==> src/rtl/pipe_hazard_unit_if.sv <==
// ID-stage request/response bundle for the hazard and forwarding controller.
// The master side is the decode stage; the slave side is pipe_hazard_unit.
interface pipe_hazard_unit_if #(
  parameter int REG_AW = 4,
  parameter int SEL_W  = 2,
  parameter int CNT_W  = 16
);
  // Decode-stage request
  logic              id_valid;
  logic              id_rs_en;
  logic [REG_AW-1:0] id_rs_addr;
  logic              id_rt_en;
  logic [REG_AW-1:0] id_rt_addr;
  logic              id_wr_en;
  logic [REG_AW-1:0] id_wr_addr;
  logic [SEL_W-1:0]  id_ready_stg;
  logic              flush;

  // Hazard decisions back to decode
  logic              stall;
  logic [SEL_W-1:0]  fwd_rs;
  logic [SEL_W-1:0]  fwd_rt;
  logic [CNT_W-1:0]  stall_cnt;
  logic              busy;

  modport master (
    output id_valid, id_rs_en, id_rs_addr, id_rt_en, id_rt_addr,
           id_wr_en, id_wr_addr, id_ready_stg, flush,
    input  stall, fwd_rs, fwd_rt, stall_cnt, busy
  );

  modport slave (
    input  id_valid, id_rs_en, id_rs_addr, id_rt_en, id_rt_addr,
           id_wr_en, id_wr_addr, id_ready_stg, flush,
    output stall, fwd_rs, fwd_rt, stall_cnt, busy
  );
endinterface

==> src/rtl/pipe_hazard_unit.sv <==
// RAW hazard / forwarding controller: shift-register model of the EX..WB
// writers, per-entry result-ready stage, stall/forward decisions for ID.
module pipe_hazard_unit #(
  parameter int DEPTH    = 3,
  parameter int REG_AW   = 4,
  parameter int ZERO_REG = 1,
  parameter int SEL_W    = 2,
  parameter int CNT_W    = 16
) (
  input logic               clk,
  input logic               rst,
  pipe_hazard_unit_if.slave bus
);

  typedef struct packed {
    logic              v;
    logic              wr;
    logic [REG_AW-1:0] addr;
    logic [SEL_W-1:0]  rdy;
  } entry_t;

  typedef struct packed {
    logic             hit;
    logic             haz;
    logic [SEL_W-1:0] sel;
  } match_t;

  entry_t           trk [DEPTH];
  entry_t           ent0_next;
  match_t           rs_m;
  match_t           rt_m;
  logic             stall_int;
  logic             busy_int;
  logic [CNT_W-1:0] cnt_q;

  // A source matches an entry only if that entry is a live register writer.
  function automatic logic src_match(input entry_t e, input logic en,
                                     input logic [REG_AW-1:0] src);
    logic zero_src;
    zero_src  = (ZERO_REG != 0) && (src == '0);
    return en && e.v && e.wr && (e.addr == src) && !zero_src;
  endfunction

  // Walk oldest to youngest so the lowest-index (youngest) writer wins.
  // NOTE: every always_comb output gets a default first, so no path can infer a latch.
  always_comb begin
    rs_m = '0;
    rt_m = '0;
    for (int k = DEPTH - 1; k >= 0; k--) begin
      if (src_match(trk[k], bus.id_rs_en, bus.id_rs_addr)) begin
        rs_m.hit = 1'b1;
        rs_m.haz = SEL_W'(k) < trk[k].rdy;
        rs_m.sel = SEL_W'(k + 1);
      end
      if (src_match(trk[k], bus.id_rt_en, bus.id_rt_addr)) begin
        rt_m.hit = 1'b1;
        rt_m.haz = SEL_W'(k) < trk[k].rdy;
        rt_m.sel = SEL_W'(k + 1);
      end
    end
  end

  // Flush outranks stall: a squashed ID slot never waits on anything.
  assign stall_int = bus.id_valid && !bus.flush && (rs_m.haz || rt_m.haz);

  always_comb begin
    ent0_next = '0;
    if (bus.id_valid && !stall_int && !bus.flush) begin
      ent0_next.v    = 1'b1;
      ent0_next.wr   = bus.id_wr_en;
      ent0_next.addr = bus.id_wr_addr;
      ent0_next.rdy  = bus.id_ready_stg;
    end
  end

  always_comb begin
    busy_int = 1'b0;
    for (int k = 0; k < DEPTH; k++) begin
      busy_int = busy_int | (trk[k].v & trk[k].wr);
    end
  end

  // Entry DEPTH-1 retires into the RF, which is read back in the same cycle.
  // NOTE: sequential state uses non-blocking assignments so the shift reads pre-edge values.
  always_ff @(posedge clk or negedge rst) begin
    if (!rst) begin
      // NOTE: the tracker is a handful of flops, not a RAM, so clearing it on reset is cheap.
      for (int k = 0; k < DEPTH; k++) begin
        trk[k] <= '0;
      end
      cnt_q <= '0;
    end else begin
      trk[0] <= ent0_next;
      for (int k = 1; k < DEPTH; k++) begin
        trk[k] <= trk[k-1];
      end
      if (stall_int && (cnt_q != '1)) begin
        cnt_q <= cnt_q + CNT_W'(1);
      end
    end
  end

  assign bus.stall     = stall_int;
  assign bus.fwd_rs    = (!stall_int && rs_m.hit && !rs_m.haz) ? rs_m.sel : '0;
  assign bus.fwd_rt    = (!stall_int && rt_m.hit && !rt_m.haz) ? rt_m.sel : '0;
  assign bus.stall_cnt = cnt_q;
  assign bus.busy      = busy_int;

endmodule

==> src/flat_wrapper.sv <==
// flat-port wrapper written by rule: the top's interface ports become plain ports
module pipe_hazard_unit_flat 
#(
  parameter int DEPTH    = 3,
  parameter int REG_AW   = 4,
  parameter int ZERO_REG = 1,
  parameter int SEL_W    = 2,
  parameter int CNT_W    = 16
)
  (clk, rst, bus_id_valid, bus_id_rs_en, bus_id_rs_addr, bus_id_rt_en, bus_id_rt_addr, bus_id_wr_en, bus_id_wr_addr, bus_id_ready_stg, bus_flush, bus_stall, bus_fwd_rs, bus_fwd_rt, bus_stall_cnt, bus_busy);
  pipe_hazard_unit_if #(.REG_AW(REG_AW), .SEL_W(SEL_W), .CNT_W(CNT_W)) bus_i ();
  input logic clk;
  input logic rst;
  input wire logic [$bits(bus_i.id_valid)-1:0] bus_id_valid;
  input wire logic [$bits(bus_i.id_rs_en)-1:0] bus_id_rs_en;
  input wire logic [$bits(bus_i.id_rs_addr)-1:0] bus_id_rs_addr;
  input wire logic [$bits(bus_i.id_rt_en)-1:0] bus_id_rt_en;
  input wire logic [$bits(bus_i.id_rt_addr)-1:0] bus_id_rt_addr;
  input wire logic [$bits(bus_i.id_wr_en)-1:0] bus_id_wr_en;
  input wire logic [$bits(bus_i.id_wr_addr)-1:0] bus_id_wr_addr;
  input wire logic [$bits(bus_i.id_ready_stg)-1:0] bus_id_ready_stg;
  input wire logic [$bits(bus_i.flush)-1:0] bus_flush;
  output wire logic [$bits(bus_i.stall)-1:0] bus_stall;
  output wire logic [$bits(bus_i.fwd_rs)-1:0] bus_fwd_rs;
  output wire logic [$bits(bus_i.fwd_rt)-1:0] bus_fwd_rt;
  output wire logic [$bits(bus_i.stall_cnt)-1:0] bus_stall_cnt;
  output wire logic [$bits(bus_i.busy)-1:0] bus_busy;
  assign bus_i.id_valid = bus_id_valid;
  assign bus_i.id_rs_en = bus_id_rs_en;
  assign bus_i.id_rs_addr = bus_id_rs_addr;
  assign bus_i.id_rt_en = bus_id_rt_en;
  assign bus_i.id_rt_addr = bus_id_rt_addr;
  assign bus_i.id_wr_en = bus_id_wr_en;
  assign bus_i.id_wr_addr = bus_id_wr_addr;
  assign bus_i.id_ready_stg = bus_id_ready_stg;
  assign bus_i.flush = bus_flush;
  assign bus_stall = bus_i.stall;
  assign bus_fwd_rs = bus_i.fwd_rs;
  assign bus_fwd_rt = bus_i.fwd_rt;
  assign bus_stall_cnt = bus_i.stall_cnt;
  assign bus_busy = bus_i.busy;
  pipe_hazard_unit #(.DEPTH(DEPTH), .REG_AW(REG_AW), .ZERO_REG(ZERO_REG), .SEL_W(SEL_W), .CNT_W(CNT_W)) u_core (.clk(clk), .rst(rst), .bus(bus_i));
endmodule
==> config.mk <==
export PLATFORM = sky130hd
export DESIGN_NAME = pipe_hazard_unit_flat
export DESIGN_NICKNAME = d
export VERILOG_FILES = /design/src/rtl/pipe_hazard_unit_if.sv /design/src/rtl/pipe_hazard_unit.sv /design/src/flat_wrapper.sv
export SDC_FILE = /design/constraint.sdc
export NUM_CORES = 1
export LEC_CHECK = 0
export BUFFER_PORTS_ARGS = -buffer_cell sky130_fd_sc_hd__buf_4
export CAP_MARGIN = 5
export CELL_PAD_IN_SITES_DETAIL_PLACEMENT = 1
export CELL_PAD_IN_SITES_GLOBAL_PLACEMENT = 1
export CORE_AREA = 2 2 82 84
export DETAILED_ROUTE_END_ITERATION = 8
export DIE_AREA = 0 0 84 86
export HOLD_SLACK_MARGIN = 0.08
export PLACE_DENSITY_LB_ADDON = 0.1
export SYNTH_ARGS = -nofsm -noshare
export SYNTH_HDL_FRONTEND = slang
export SYNTH_SLANG_ARGS = --single-unit
==> constraint.sdc <==
create_clock -name clk -period 2 [get_ports clk]
set_input_delay 0.2 -clock clk [delete_from_list [all_inputs] [get_ports clk]]
set_output_delay 0.2 -clock clk [all_outputs]
set_load 0.02 [all_outputs]
==> results of run 1 <==
-- sequential cells by signal, indices dropped and copies added, names as in the netlist --
register / flops
u_core.trk: 24
u_core.bus.stall_cnt: 16
-- worst min path at each step --
stage	from	to	slack (ns)	depth (start not counted)
after floorplan	rst	u_core.bus.stall_cnt[0]	-0.1	0
after global placement	rst	u_core.bus.stall_cnt[2]	0.21	1
after detailed placement	rst	u_core.bus.stall_cnt[2]	0.22	1
after CTS	bus_id_wr_addr[1]	u_core.trk[19]	0.11	3
after global routing	bus_id_wr_addr[2]	u_core.trk[20]	0.12	3
final	bus_id_wr_addr[2]	u_core.trk[20]	0.11	3
-- through the flow --
stage	cell area (sq um)	total power [mW]	setup slack, ns	std cells	hold slack (ns)
detailed placement	2880	1.06	-0.214	343	0.220
floorplan	2300	0.956	-0.222	205	-0.0956
global route	3480	1.82	-0.588	369	0.118
finish	3480	1.75	-0.489	369	0.106
global placement	2880	1.06	-0.157	343	0.213
CTS	3300	1.75	-0.424	362	0.107
-- kinds of logic after synthesis --
logic type                 share of synthesized area [%]
AOI/OAI and AO/OA                                   16.1
xor gates and xnor gates                            14.1
adders and majority gates                          0.560
and+or+nand+nor                                     18.0
buffers and inverters                               5.44
DFF                                                 44.8
muxes                                              0.953
-- power breakdown --
group          internal (mW)  switching [mW]
combinational          0.113           0.125
clock                  0.371           0.293
sequential             0.829          0.0187
total                   1.31           0.437
-- cells in the final DEF, fill, tap and decap left out, drive strengths merged --
cell type / instances
a2111oi: 9
a211oi: 6
a21bo: 1
a21oi: 5
a221o: 1
a2bb2oi: 1
a31oi: 1
and2: 3
and3: 4
and4: 2
buf: 88
bufinv: 1
clkbuf: 6
clkinv: 1
dfrtp: 40
dlygate4sd3: 1
ha: 1
inv: 11
mux2: 1
mux2i: 1
nand2: 13
nand2b: 1
nand3: 14
nand4: 5
nor2: 16
nor2b: 1
nor3: 5
nor4: 4
o2111ai: 1
o21ai: 7
o31ai: 1
o41ai: 1
or2: 2
or3: 1
xnor2: 12
xor2: 24
-- per-layer routing --
layer / vias to the layer above / global-route usage, % / part of all wire (%)
met4: 0 / 5.28 / 1.8
met2: 32 / 32.8 / 53
met3: 11 / 2.69 / 2.4
met1: 937 / 23.2 / 43
met5: - / 0 / 0
li1: 884 / - / -
-- tightest hold or removal path, stage by stage --
cell	delay (ns)
buf_4	0.08
inv_1	0.04
nor2_2	0.06
-- timing repair --
action,in CTS,in global routing
pin swaps,24,23
hold buffers,1,0
cloned,0,0
endpoints found under the setup margin,21,29
buffers inserted,10,8
hold endpoints to repair,40,0
resized for setup,29,24
-- area by class of cell --
type,count,share of cell area (%)
clock buffer,6,2.09
clock inverter,2,1.01
inverter,11,1.19
multi-input combinational,144,40.8
sequential,40,28.9
tap,77,2.77
timing repair buffer,89,23.2
==> reports/qor.yml, run 1 <==
floorplanning:
  dieArea_sq_um: 7220
  rows: 29
  coreArea_sq_um: 6280
  start_util_pct: 35.6
  fp.dieH_microns: 86
  ios: 43
  die_w_microns: 84
timing:
  period_needed_ns: 2.49
  final-hold-violation-count: 0
  rsz0062_at_grt: "true"
  fmax_mhz: 402
  finalWorstSetupSlack_ns: -0.489
  maxSlewViolCount: 0
  fin_skew_ns: 0.0137
  tns_ns: -10.28
  worstMarginPinSlew_ns: 0.526
  setup_viol: 29
  relSlewSlack_pct: 64.8
  min_period_over_period_pct: 124
global_route:
  grt_pass1_vias: 1989
  track_usage_pct: 18.3
  grt_max_degree: 41
  grt_pass1_wl_microns: 10500
  antenna_found_initial: 0
  grt-ovfl-total: 0
cells_and_area:
  drive_gt1_share_pct: 51.0
  utilization_pct: 55.4
  synthToLayoutAreaGrowth_pct: 55.9
  multi_input_area_sq_um: 1420
  final_nets: 313
  diodes: 0
  regArea_sq_um: 1010
  num-fill-cells: 673
synth:
  synthFlopType: "dfrtp_1"
  async_reset_ff_share_pct: 100
  synth-edff-count: 0
  yosysTopAreaCellShare_pct: 44.8
  ys_seq_elements: 40
  syn_area_sq_um: 2230
  synth_most_common_cell: "dfrtp_1"
  ys_warn_count: 0
  synthTopCellsByArea: "dfrtp_1, xor2_1, a2111oi_2"
  netlist_instances: 205
  synth.largest_area_cell: "dfrtp_1"
  synth_seq_area_share_pct: 44.8
  avgSynthCellArea_sq_um: 10.9
  ys_types: 43
  ys_top_cells_by_count: "dfrtp_1, xor2_1, nor2_1"
  synth_nets: 227
setup_path:
  cp_slowest_cell: "dfrtp_2"
  crit_arrival_ns: 2.29
  startpoint_type: "flip-flop"
  path_buf_inv: 3
  reg2reg_to: "u_core.bus.stall_cnt[1]"
  path_class: "reg2out"
  reg2reg_depth: 10
  endpoint: "bus_fwd_rt[1]"
  cp.required_ns: 1.80
  cp_max_fo: 5
  cp.depth: 9
  crit_path_end_kind: "output pin"
  crit_path_start: "u_core.trk[20]"
  slowest_delay_ns: 0.44
  r2r-start: "u_core.trk[20]"
  crit_chain: "xor2_2 -> nor4_2 -> buf_4 -> nand3_2 -> a21bo_1 -> buf_12 -> o21ai_4 -> nor3_4 -> buf_6"
  reg2reg_slack_ns: -0.49
  critPathTopFamily: "simple AND/OR/NAND/NOR gates"
job:
  cap_violations: 0
routing:
  vias: 1864
  wl_microns: 6260
  wl_per_cell_microns: 17.0
  antenna_left: 0
  drt_iter0_drc: 70
  drc: 0
  drt_first_pass_iters: 4
  viasPerCell: 5.05
clock_tree:
  clock_sinks: 40
  htreeDepth: 2
  cts_root_buf: "clkbuf_8"
  cts_made_buffers: 5
  clk_latency_ns: 0.30
  cts_tree: "yes"
  cts.path.max_buffers: 2
  clkTransAtPathRegs_ns: 0.09
outcome:
  violations: "setup timing"
  outcome: "complete, but fails checks"
power_and_ir_drop:
  irDropWorstVdd_v: 0.000348
  power.density_nw_per_um2: 503
  p_leak_nw: 1.54
hold_path:
  hp-class: "in2reg"
placed_design:
  dp_hpwl_microns: 4230
  portBuffers: 42
  place_congestion: 0.755
No activity file was read; power rests on OpenSTA's default activity.
==> inputs of run 2 (changes only) <==
clock period = 2.75 ns   (was 2 ns; I/O delays follow)
==> run 2 against run 1 <==
Against the previous run: the run now ends clean; clock skew decreased by 0.0061 ns; power decreased by 31%; largest cell class unchanged; non-clock buffer count shrank 41; sequential share of layout area increased by 7.5 points; first-iteration DRC count shrank 34%; final area is 21% lower; combinational power fell by 50%; die area did not move.
==> reports/qor.yml, run 2 (synthesis results as in run 1) <==
power_and_ir_drop:
  pwr-share-comb_pct: 9.7
  p_total_mw: 1.21
  clkPwrFrac_pct: 39.4
  irDropWorstVdd_v: 0.000207
  netSwitchingPower_mw: 0.288
  intPower_mw: 0.924
  p_leak_nw: 1.28
  power.density_nw_per_um2: 441
  swShare_pct: 23.7
  share_seq_of_total_power_pct: 50.9
cells_and_area:
  largest_reg_flops: 24
  fin_area_sq_um: 2750
  final_nets: 272
  drive_gt1_share_pct: 34.3
  multi_input_area_sq_um: 1130
  largest-register: "u_core.trk"
  layout_common_cells: "buf_4, dfrtp_1, xor2_1, nor2_1"
  diodes: 0
  layout_commonest_cell: "buf_4"
  regArea_sq_um: 1000
  synthToLayoutAreaGrowth_pct: 23.1
  num-fill-cells: 713
  final_cells: 328
routing:
  drt_first_pass_iters: 3
  drc: 0
  wl_per_cell_microns: 16.4
  antenna_left: 0
  vias: 1679
  drt_iter0_drc: 46
  viasPerCell: 5.12
  wl_microns: 5380
clock_tree:
  htreeDepth: 2
  clkTransAtPathRegs_ns: 0.08
  cts_root_buf: "clkbuf_8"
  cts.path.max_buffers: 2
  cts_made_buffers: 5
  clock_sinks: 40
  cts_tree: "yes"
  clk_latency_ns: 0.29
placed_design:
  portBuffers: 42
  place_inst: 318
  placed_area_sq_um: 2610
  place_congestion: 0.809
  dp_hpwl_microns: 4120
timing:
  worstMarginPinSlew_ns: 0.507
  rsz0062_at_grt: "false"
  fmax_mhz: 389
  tns_ns: 0
  min_period_over_period_pct: 93.4
  period_needed_ns: 2.57
  final-hold-violation-count: 0
  fin_skew_ns: 0.00758
  relSlewSlack_pct: 66.2
  setup_viol: 0
  maxSlewViolCount: 0
setup_path:
  reg2reg_depth: 7
  reg2reg_to: "u_core.bus.stall_cnt[12]"
  cp_max_fo: 8
  reg2reg_slack_ns: 0.41
  path_buf_inv: 2
  cp.required_ns: 2.48
  cpMostUsedCell: "buf_4"
  slowest_delay_ns: 0.43
  crit_path_end_kind: "output pin"
  cp_slowest_cell: "dfrtp_1"
  critPathTopFamily: "simple AND/OR/NAND/NOR gates"
  crit_arrival_ns: 2.29
  r2r-start: "u_core.trk[21]"
  path_class: "reg2out"
  startpoint_type: "flip-flop"
  crit_chain: "nor4_1 -> nor3_2 -> and3_1 -> o31ai_4 -> buf_4 -> a21oi_1 -> buf_4"
job:
  cap_violations: 0
global_route:
  antenna_found_initial: 0
  grt_pass1_vias: 1823
  grt_use_met2_pct: 28.7
  grt_use_met1_pct: 19.2
  grt_use_met3_pct: 2.50
  grt_pass1_wl_microns: 9020
  grt_max_degree: 41
  busiest_layer: "met2"
  track_usage_pct: 15.7
  grt-ovfl-total: 0
floorplanning:
  dieArea_sq_um: 7220
  fp.dieH_microns: 86
  start_util_pct: 35.6
  rows: 29
  ios: 43
  coreArea_sq_um: 6280
  die_w_microns: 84
hold_path:
  whs_path_depth: 3
  min_to: "u_core.trk[17]"
  min_from: "bus_id_ready_stg[1]"
  hp-class: "in2reg"
outcome:
  outcome: "complete, no violations"
run 2: per-stage QoR:
| step | util (%) | worst slack (ns) | hold slack, ns |
|---|---|---|---|
| after global routing | 43.8 | 0.0233 | 0.195 |
| after global placement | 41.5 | 0.202 | 0.289 |
| final | 43.8 | 0.182 | 0.200 |
| after floorplan | - | 0.281 | -0.0206 |
| after detailed placement | 41.5 | 0.104 | 0.287 |
| after CTS | 43.5 | 0.157 | 0.191 |
run 2: power groups by stage:
| stage | Sequential [mW] | Combinational [mW] | Clock (mW) |
|---|---|---|---|
| 2_1_floorplan | 0.625 | 0.0673 | 0 |
| 5_1_grt | 0.619 | 0.131 | 0.512 |
| 4_1_cts | 0.617 | 0.118 | 0.492 |
| 3_3_place_gp | 0.628 | 0.116 | 0 |
| 6_report | 0.616 | 0.118 | 0.477 |
| 3_5_place_dp | 0.629 | 0.116 | 0 |
run 2: how the worst max path moves through the flow:
stage	start	end	slack (ns)	cells after the start
2_1_floorplan	u_core.trk[11]	bus_fwd_rs[0]	0.28	7
3_3_place_gp	u_core.trk[11]	bus_stall	0.20	7
3_5_place_dp	u_core.trk[11]	bus_stall	0.10	7
4_1_cts	u_core.trk[19]	bus_fwd_rt[1]	0.16	9
5_1_grt	u_core.trk[21]	bus_fwd_rs[0]	0.02	8
6_report	u_core.trk[10]	bus_stall	0.18	7
run 2: layout make-up:
cell class	instances	share of cell area, %
inverters	11	1.50
well taps	77	3.51
clock buffers	6	2.64
repair buffers	48	13.7
multi-input cells	144	41.0
clock inverters	2	1.28
flip-flops and latches	40	36.4
run 2: layer usage:
layer  part of all wire [%]  vias to the layer above
met3                    2.7                        5
met2                     53                       24
li1                       -                      810
met1                     44                      840
met5                      0                        -
met4                   0.99                        0
run 2: what timing repair did:
action,4_1_cts,5_1_grt
buffers inserted,1,0
pin swaps,1,0
gates resized for setup,0,2
endpoints found under the hold margin,40,0
setup endpoints to repair,5,3
hold buffers,1,0
run 2: worst min-delay path: cells and delay by family:
kind          cells  cell delay (ns)
simple gates      1             0.04
buf+inv           2             0.15
